$ cat src/rtl/cla_pkg.sv
// rtl/cla_pkg.sv - shared group width, P/G types and lookahead helpers for the pipelined CLA
package cla_pkg;

  localparam int CLA_GROUP_W = 8;
  // Widest lookahead group the helpers handle; narrower groups pad the upper lanes.
  localparam int CLA_MAX_GW  = 32;

  typedef logic [CLA_MAX_GW-1:0] grp_vec_t;

  typedef struct packed {
    grp_vec_t p;
    grp_vec_t g;
  } pg_vec_t;

  typedef struct packed {
    logic p;
    logic g;
  } blk_pg_t;

  function automatic pg_vec_t p_g(input grp_vec_t a, input grp_vec_t b);
    pg_vec_t r;
    r.p = a ^ b;
    r.g = a & b;
    return r;
  endfunction

  // Lanes padded with P=1, G=0 are transparent, so callers can mask any prefix.
  function automatic blk_pg_t blk_pg(input grp_vec_t p, input grp_vec_t g);
    blk_pg_t r;
    r.p = 1'b1;
    r.g = 1'b0;
    for (int i = 0; i < CLA_MAX_GW; i++) begin
      r.g = g[i] | (p[i] & r.g);
      r.p = r.p & p[i];
    end
    return r;
  endfunction

endpackage

$ cat src/rtl/cla_group.sv
// rtl/cla_group.sv - combinational GROUP_W-bit lookahead group with carry into its MSB exposed
module cla_group
  import cla_pkg::*;
#(
  parameter int GROUP_W = CLA_GROUP_W
) (
  input  logic [GROUP_W-1:0] a,
  input  logic [GROUP_W-1:0] b,
  input  logic               c_in,
  output logic [GROUP_W-1:0] s,
  output logic               c_out,
  output logic               c_msb_in,
  output logic               pg,
  output logic               gg
);

  localparam grp_vec_t LANES = grp_vec_t'({GROUP_W{1'b1}});

  pg_vec_t          v;
  grp_vec_t         m;
  blk_pg_t          pre;
  blk_pg_t          all;
  logic [GROUP_W:0] c;

  // Each carry is the prefix group generate/propagate over bits below it.
  always_comb begin
    v    = p_g(grp_vec_t'(a), grp_vec_t'(b));
    m    = '0;
    pre  = '0;
    c    = '0;
    c[0] = c_in;
    for (int i = 0; i < GROUP_W; i++) begin
      m[i]     = 1'b1;
      pre      = blk_pg(v.p | ~m, v.g & m);
      c[i+1]   = pre.g | (pre.p & c_in);
    end
    all      = blk_pg(v.p | ~LANES, v.g & LANES);
    s        = v.p[GROUP_W-1:0] ^ c[GROUP_W-1:0];
    c_out    = c[GROUP_W];
    c_msb_in = c[GROUP_W-1];
    pg       = all.p;
    gg       = all.g;
  end

endmodule

$ cat src/rtl/cla_pipe_adder.sv
// rtl/cla_pipe_adder.sv - pipelined add/sub CLA, one registered stage per lookahead group
module cla_pipe_adder
  import cla_pkg::*;
#(
  parameter int WIDTH   = 32,
  parameter int GROUP_W = CLA_GROUP_W
) (
  input  logic             clk,
  input  logic             rst_n,
  input  logic             in_valid,
  output logic             in_ready,
  input  logic [WIDTH-1:0] a,
  input  logic [WIDTH-1:0] b,
  input  logic             cin,
  input  logic             sub,
  output logic             out_valid,
  input  logic             out_ready,
  output logic [WIDTH-1:0] sum,
  output logic             cout,
  output logic             ovf,
  output logic             pg,
  output logic             gg
);

  localparam int NGROUPS = WIDTH / GROUP_W;

  logic             adv;
  logic [WIDTH-1:0] b_eff;
  logic             c_eff;

  logic             v_r  [NGROUPS];
  logic [WIDTH-1:0] a_r  [NGROUPS];
  logic [WIDTH-1:0] b_r  [NGROUPS];
  logic [WIDTH-1:0] s_r  [NGROUPS];
  logic             c_r  [NGROUPS];
  logic             cm_r [NGROUPS];
  logic             pg_r [NGROUPS];
  logic             gg_r [NGROUPS];

  // A single global advance keeps every stage in lockstep; a stalled output freezes the pipe.
  assign adv      = !out_valid || out_ready;
  assign in_ready = adv;
  assign b_eff    = b ^ {WIDTH{sub}};
  assign c_eff    = sub | cin;

  for (genvar k = 0; k < NGROUPS; k++) begin : g_stage
    logic [WIDTH-1:0]   a_in;
    logic [WIDTH-1:0]   b_in;
    logic [WIDTH-1:0]   s_in;
    logic [WIDTH-1:0]   s_nxt;
    logic               v_in;
    logic               c_in_k;
    logic               pg_in;
    logic               gg_in;
    logic [GROUP_W-1:0] s_grp;
    logic               c_out_k;
    logic               c_msb_k;
    logic               p_k;
    logic               g_k;

    if (k == 0) begin : g_first
      assign a_in   = a;
      assign b_in   = b_eff;
      assign s_in   = '0;
      assign v_in   = in_valid;
      assign c_in_k = c_eff;
      assign pg_in  = 1'b1;
      assign gg_in  = 1'b0;
    end else begin : g_next
      assign a_in   = a_r[k-1];
      assign b_in   = b_r[k-1];
      assign s_in   = s_r[k-1];
      assign v_in   = v_r[k-1];
      assign c_in_k = c_r[k-1];
      assign pg_in  = pg_r[k-1];
      assign gg_in  = gg_r[k-1];
    end

    cla_group #(
      .GROUP_W (GROUP_W)
    ) u_grp (
      .a        (a_in[k*GROUP_W +: GROUP_W]),
      .b        (b_in[k*GROUP_W +: GROUP_W]),
      .c_in     (c_in_k),
      .s        (s_grp),
      .c_out    (c_out_k),
      .c_msb_in (c_msb_k),
      .pg       (p_k),
      .gg       (g_k)
    );

    always_comb begin
      s_nxt                        = s_in;
      s_nxt[k*GROUP_W +: GROUP_W]  = s_grp;
    end

    always_ff @(posedge clk or negedge rst_n) begin
      if (!rst_n) begin
        v_r[k]  <= 1'b0;
        a_r[k]  <= '0;
        b_r[k]  <= '0;
        s_r[k]  <= '0;
        c_r[k]  <= 1'b0;
        cm_r[k] <= 1'b0;
        pg_r[k] <= 1'b0;
        gg_r[k] <= 1'b0;
      end else if (adv) begin
        v_r[k]  <= v_in;
        a_r[k]  <= a_in;
        b_r[k]  <= b_in;
        s_r[k]  <= s_nxt;
        c_r[k]  <= c_out_k;
        cm_r[k] <= c_msb_k;
        pg_r[k] <= pg_in & p_k;
        gg_r[k] <= g_k | (p_k & gg_in);
      end
    end
  end

  assign out_valid = v_r[NGROUPS-1];
  assign sum       = s_r[NGROUPS-1];
  assign cout      = c_r[NGROUPS-1];
  assign ovf       = cm_r[NGROUPS-1] ^ c_r[NGROUPS-1];
  assign pg        = pg_r[NGROUPS-1];
  assign gg        = gg_r[NGROUPS-1];

endmodule

$ cat config.mk
export PLATFORM = sky130hd
export DESIGN_NAME = cla_pipe_adder
export DESIGN_NICKNAME = d
export VERILOG_FILES = /design/src/rtl/cla_pkg.sv /design/src/rtl/cla_group.sv /design/src/rtl/cla_pipe_adder.sv
export SDC_FILE = /design/constraint.sdc
export NUM_CORES = 1
export LEC_CHECK = 0
export ABC_AREA = 1
export CORE_MARGIN = 1
export CORE_UTILIZATION = 45
export CTS_CLUSTER_SIZE = 24
export DETAILED_ROUTE_END_ITERATION = 16
export HOLD_SLACK_MARGIN = 0.03
export PLACE_DENSITY = 0.69
export SYNTH_ARGS = -nofsm -noshare
export SYNTH_HDL_FRONTEND = slang
export SYNTH_HIERARCHICAL = 1
export SYNTH_SLANG_ARGS = --single-unit
$ cat constraint.sdc
create_clock -name clk -period 1.6 [get_ports clk]
set_clock_uncertainty 0.05 [all_clocks]
set_input_delay 0.4 -clock clk [delete_from_list [all_inputs] [get_ports clk]]
set_output_delay 0.4 -clock clk [all_outputs]
set_load 0.01 [all_outputs]
==> key figures <==
Worst setup path
  – Required @ worst endpoint: 1910 ps
  – FF-to-FF End: g_stage[3].gg_in
  – Crit path max fanout: 4
  – Critical Path AT: 2220 ps
  – Reg2Reg Depth: 16
  – Startpoint Class: register
  – Start of the worst register-to-register path: g_stage[2].b_in[17]
  – Worst setup path class: register to register
  – Reg2Reg Setup Slack: -310 ps
  – Crit. End Element: register

Route
  – Drt wl/cell: 12.77 um
  – Via density: 4.750
  – Routed Antenna Nets: 0
  – DRC viols: 0
  – Post-Route WL: 19,660 um
  – 1st-pass router iterations: 4
  – DRT iter0 DRCs: 355
  – Via count: 7,311

Floorplan
  – Die Width: 144.6 um
  – Placeable core area: 19,720 um^2
  – Starting Density: 46.41%
  – DIE HEIGHT: 144.6 um
  – I/O pins: 108
  – Die Footprint: 20,910 um^2
  – FP Rows: 51

GRT
  – Number of global-route vias before repair: 7,041
  – First-pass GRT wire length: 32,400 um
  – Total GRT Usage: 19.82%
  – Pin count of the biggest net entering global routing: 121
  – Initial antenna violation count: 0
  – Overflow after GRT: 0

Synth
  – Post-synth top flop: dfrtp_1
  – Post-Syn Instances: 1,096
  – Number of flops mapped to enable cells by yosys: 0
  – Flops & latches, synth: 193
  – Synthesis Warnings: 6
  – Syn_nets: 1,202
  – Syn Std Cell Area: 9150 um^2
  – Sequential fraction of the synthesis area: 52.78%
  – Async set-reset flop share out of synthesis: 100.0%
  – Avg Cell Area, Syn: 8.349 um^2
  – Yosys cell types: 30

STA
  – Pins Over Slew Limit: 0
  – Setup-failing EPs final: 22
  – Hold slack: 390.0 ps
  – Setup ws final: -307.6 ps
  – Final Hold Viols: 0
  – Worst slew pin tran: 329.9 ps
  – Slew margin rel.: 78.01%
  – RSZ-0062 raised after global routing: yes
  – Final worst path period share: 119.2%
  – Peak Freq: 524.2 MHz
  – Clock period minus worst slack: 1908 ps
  – Setup TNS Final: -3008 ps

Power and ir drop
  – VDD IR-drop max: 802.5 uV
  – Cell Pwr Density: 1864 nW/um^2
  – LEAKAGE: 6.307 nW

Clocking
  – CTS root buffer: clkbuf_16
  – Total CTS buffers: 17
  – H-tree Lvls: 4
  – CTS tree: done
  – Bufs on Longest Clock Path: 2
  – Sinks on the clock net: 193
  – Clock transition at the registers of the reported paths: 70 ps
  – Worst skew pair latency: 430 ps

Outcome
  – Status: finished with violations
  – Violated checks: negative setup slack

Finish
  – Area Overhead vs Synth: 32.15%
  – # nets final: 1,369
  – Share of layout cells above drive strength 1: 16.95%
  – Number of diodes: 0
  – Most common cell after layout, fill and taps aside: nand2_1
  – Commonest non-fill, non-tap cells in the layout: nand2_1 (484), dfrtp_1 (192), inv_1 (93), o21ai_0 (62), buf_4 (62)
  – Filler Cell Count: 1,663

Place
  – HPWL after detailed placement: 12,420 um
  – Place WS: -952.2 ps
  – Number of I/O port buffers: 107
  – RePlAce Congestion: 0.8494

Job
  – Max-cap violations: 0

Hold path
  – Min-delay worst type: input port to async pin
[layout make-up]
type | instances | area (um^2) | area share, %
clock buffers | 22 | 484.2 | 4.005
clock inverters | 8 | 55.05 | 0.4553
inverters | 102 | 415.4 | 3.435
multi-input cells | 753 | 4031 | 33.34
flip-flops and latches | 193 | 4831 | 39.95
well taps | 265 | 331.6 | 2.742
repair buffers | 196 | 1943 | 16.07
[kinds of logic (layout without fill, tap and decap cells)]
family	after synthesis	in the layout	share of synthesized area (%)
compound gates	96	96	5.319
xor+xnor	33	33	3.159
fa+ha+maj	36	36	5.251
buf+inv	150	328	7.343
flops	193	193	52.78
simple gates	588	588	26.15
[where the power goes]
group          internal (W)  switching (W)  leakage [nW]
sequential          0.00700        0.00116          2.34
combinational       0.00494        0.00548          3.70
clock               0.00214        0.00183         0.261
total                0.0141        0.00847          6.31
[critical path, stage by stage (launching register included)]
cell	delay (ps)
dfrtp_1	410
ha_4	300
nand2_1	50
nand2_1	70
nand2_1	60
nand2_1	80
nand2_1	90
nand2_1	70
nand2_1	40
nand2_1	50
a21oi_1	50
or2_1	230
nand2_1	80
inv_1	40
nand2_1	50
nand2_1	40
nand2_1	70
[registers in the layout, summed over array words and instances (netlist names)]
name and count:
cout 1, g_stage.gg_in 3, cm_r 1, g_stage.b_in 48
g_stage.c_in_k 3, g_stage.v_in 3, gg 1, g_stage.s_in 48
out_valid 1, pg 1, g_stage.pg_in 3, g_stage.a_in 48
sum 32
[repair_timing]
| action | 4_1_cts | 5_1_grt |
|---|---|---|
| hold buffers | 1 | 0 |
| cloned | 0 | 1 |
| endpoints found under the setup margin | 70 | 56 |
| pin swaps | 44 | 49 |
| gates resized for setup | 93 | 60 |
| endpoints found under the hold margin | 22 | 0 |
| setup buffers | 18 | 10 |
[cell usage after synthesis, types with 3 or more instances]
master | instances | area (um^2)
nand2_1 | 499 | 1873
dfrtp_1 | 193 | 4830
inv_1 | 97 | 364.1
o21ai_0 | 68 | 340.3
nand3_1 | 41 | 205.2
buf_2 | 33 | 165.2
ha_1 | 32 | 400.4
xor2_1 | 28 | 245.2
nand2_2 | 21 | 131.4
a21oi_1 | 13 | 65.06
o21ai_1 | 11 | 55.05
buf_4 | 10 | 75.07
nand3_2 | 6 | 60.06
clkbuf_1 | 5 | 18.77
nand4_1 | 5 | 31.28
nor2_1 | 5 | 18.77
xnor2_1 | 5 | 43.79
fa_1 | 4 | 80.08
a31oi_1 | 3 | 18.77
nor2_2 | 3 | 18.77
or2_1 | 3 | 18.77
[per-layer routing]
layer,vias up,track usage (%),part of all wire (%)
met5,-,0,0
met4,0,7.867,1.9
met3,28,2.748,3.3
met2,138,34.08,50
met1,3436,25.14,45
li1,3709,-,-
[worst max path at each step]
stage | startpoint | to
finish | g_stage[2].b_in[17] | g_stage[3].gg_in
global route | g_stage[2].b_in[17] | g_stage[3].gg_in
CTS | g_stage[2].b_in[17] | g_stage[3].gg_in
detailed placement | sub | g_stage[1].s_in[7]
global placement | sub | g_stage[1].s_in[7]
floorplan | sub | g_stage[1].s_in[7]
[per-stage QoR]
stage | utilization, % | std cells | area, um^2 | power (W)
after global placement | 55.87 | 1488 | 11020 | 0.01723
after floorplan | - | 1096 | 9198 | 0.01405
after global routing | 61.32 | 1539 | 12090 | 0.02454
after CTS | 59.78 | 1534 | 11790 | 0.02191
final | 61.32 | 1539 | 12090 | 0.02254
after detailed placement | 55.87 | 1488 | 11020 | 0.01754
Power figures use the tool's default switching activity.
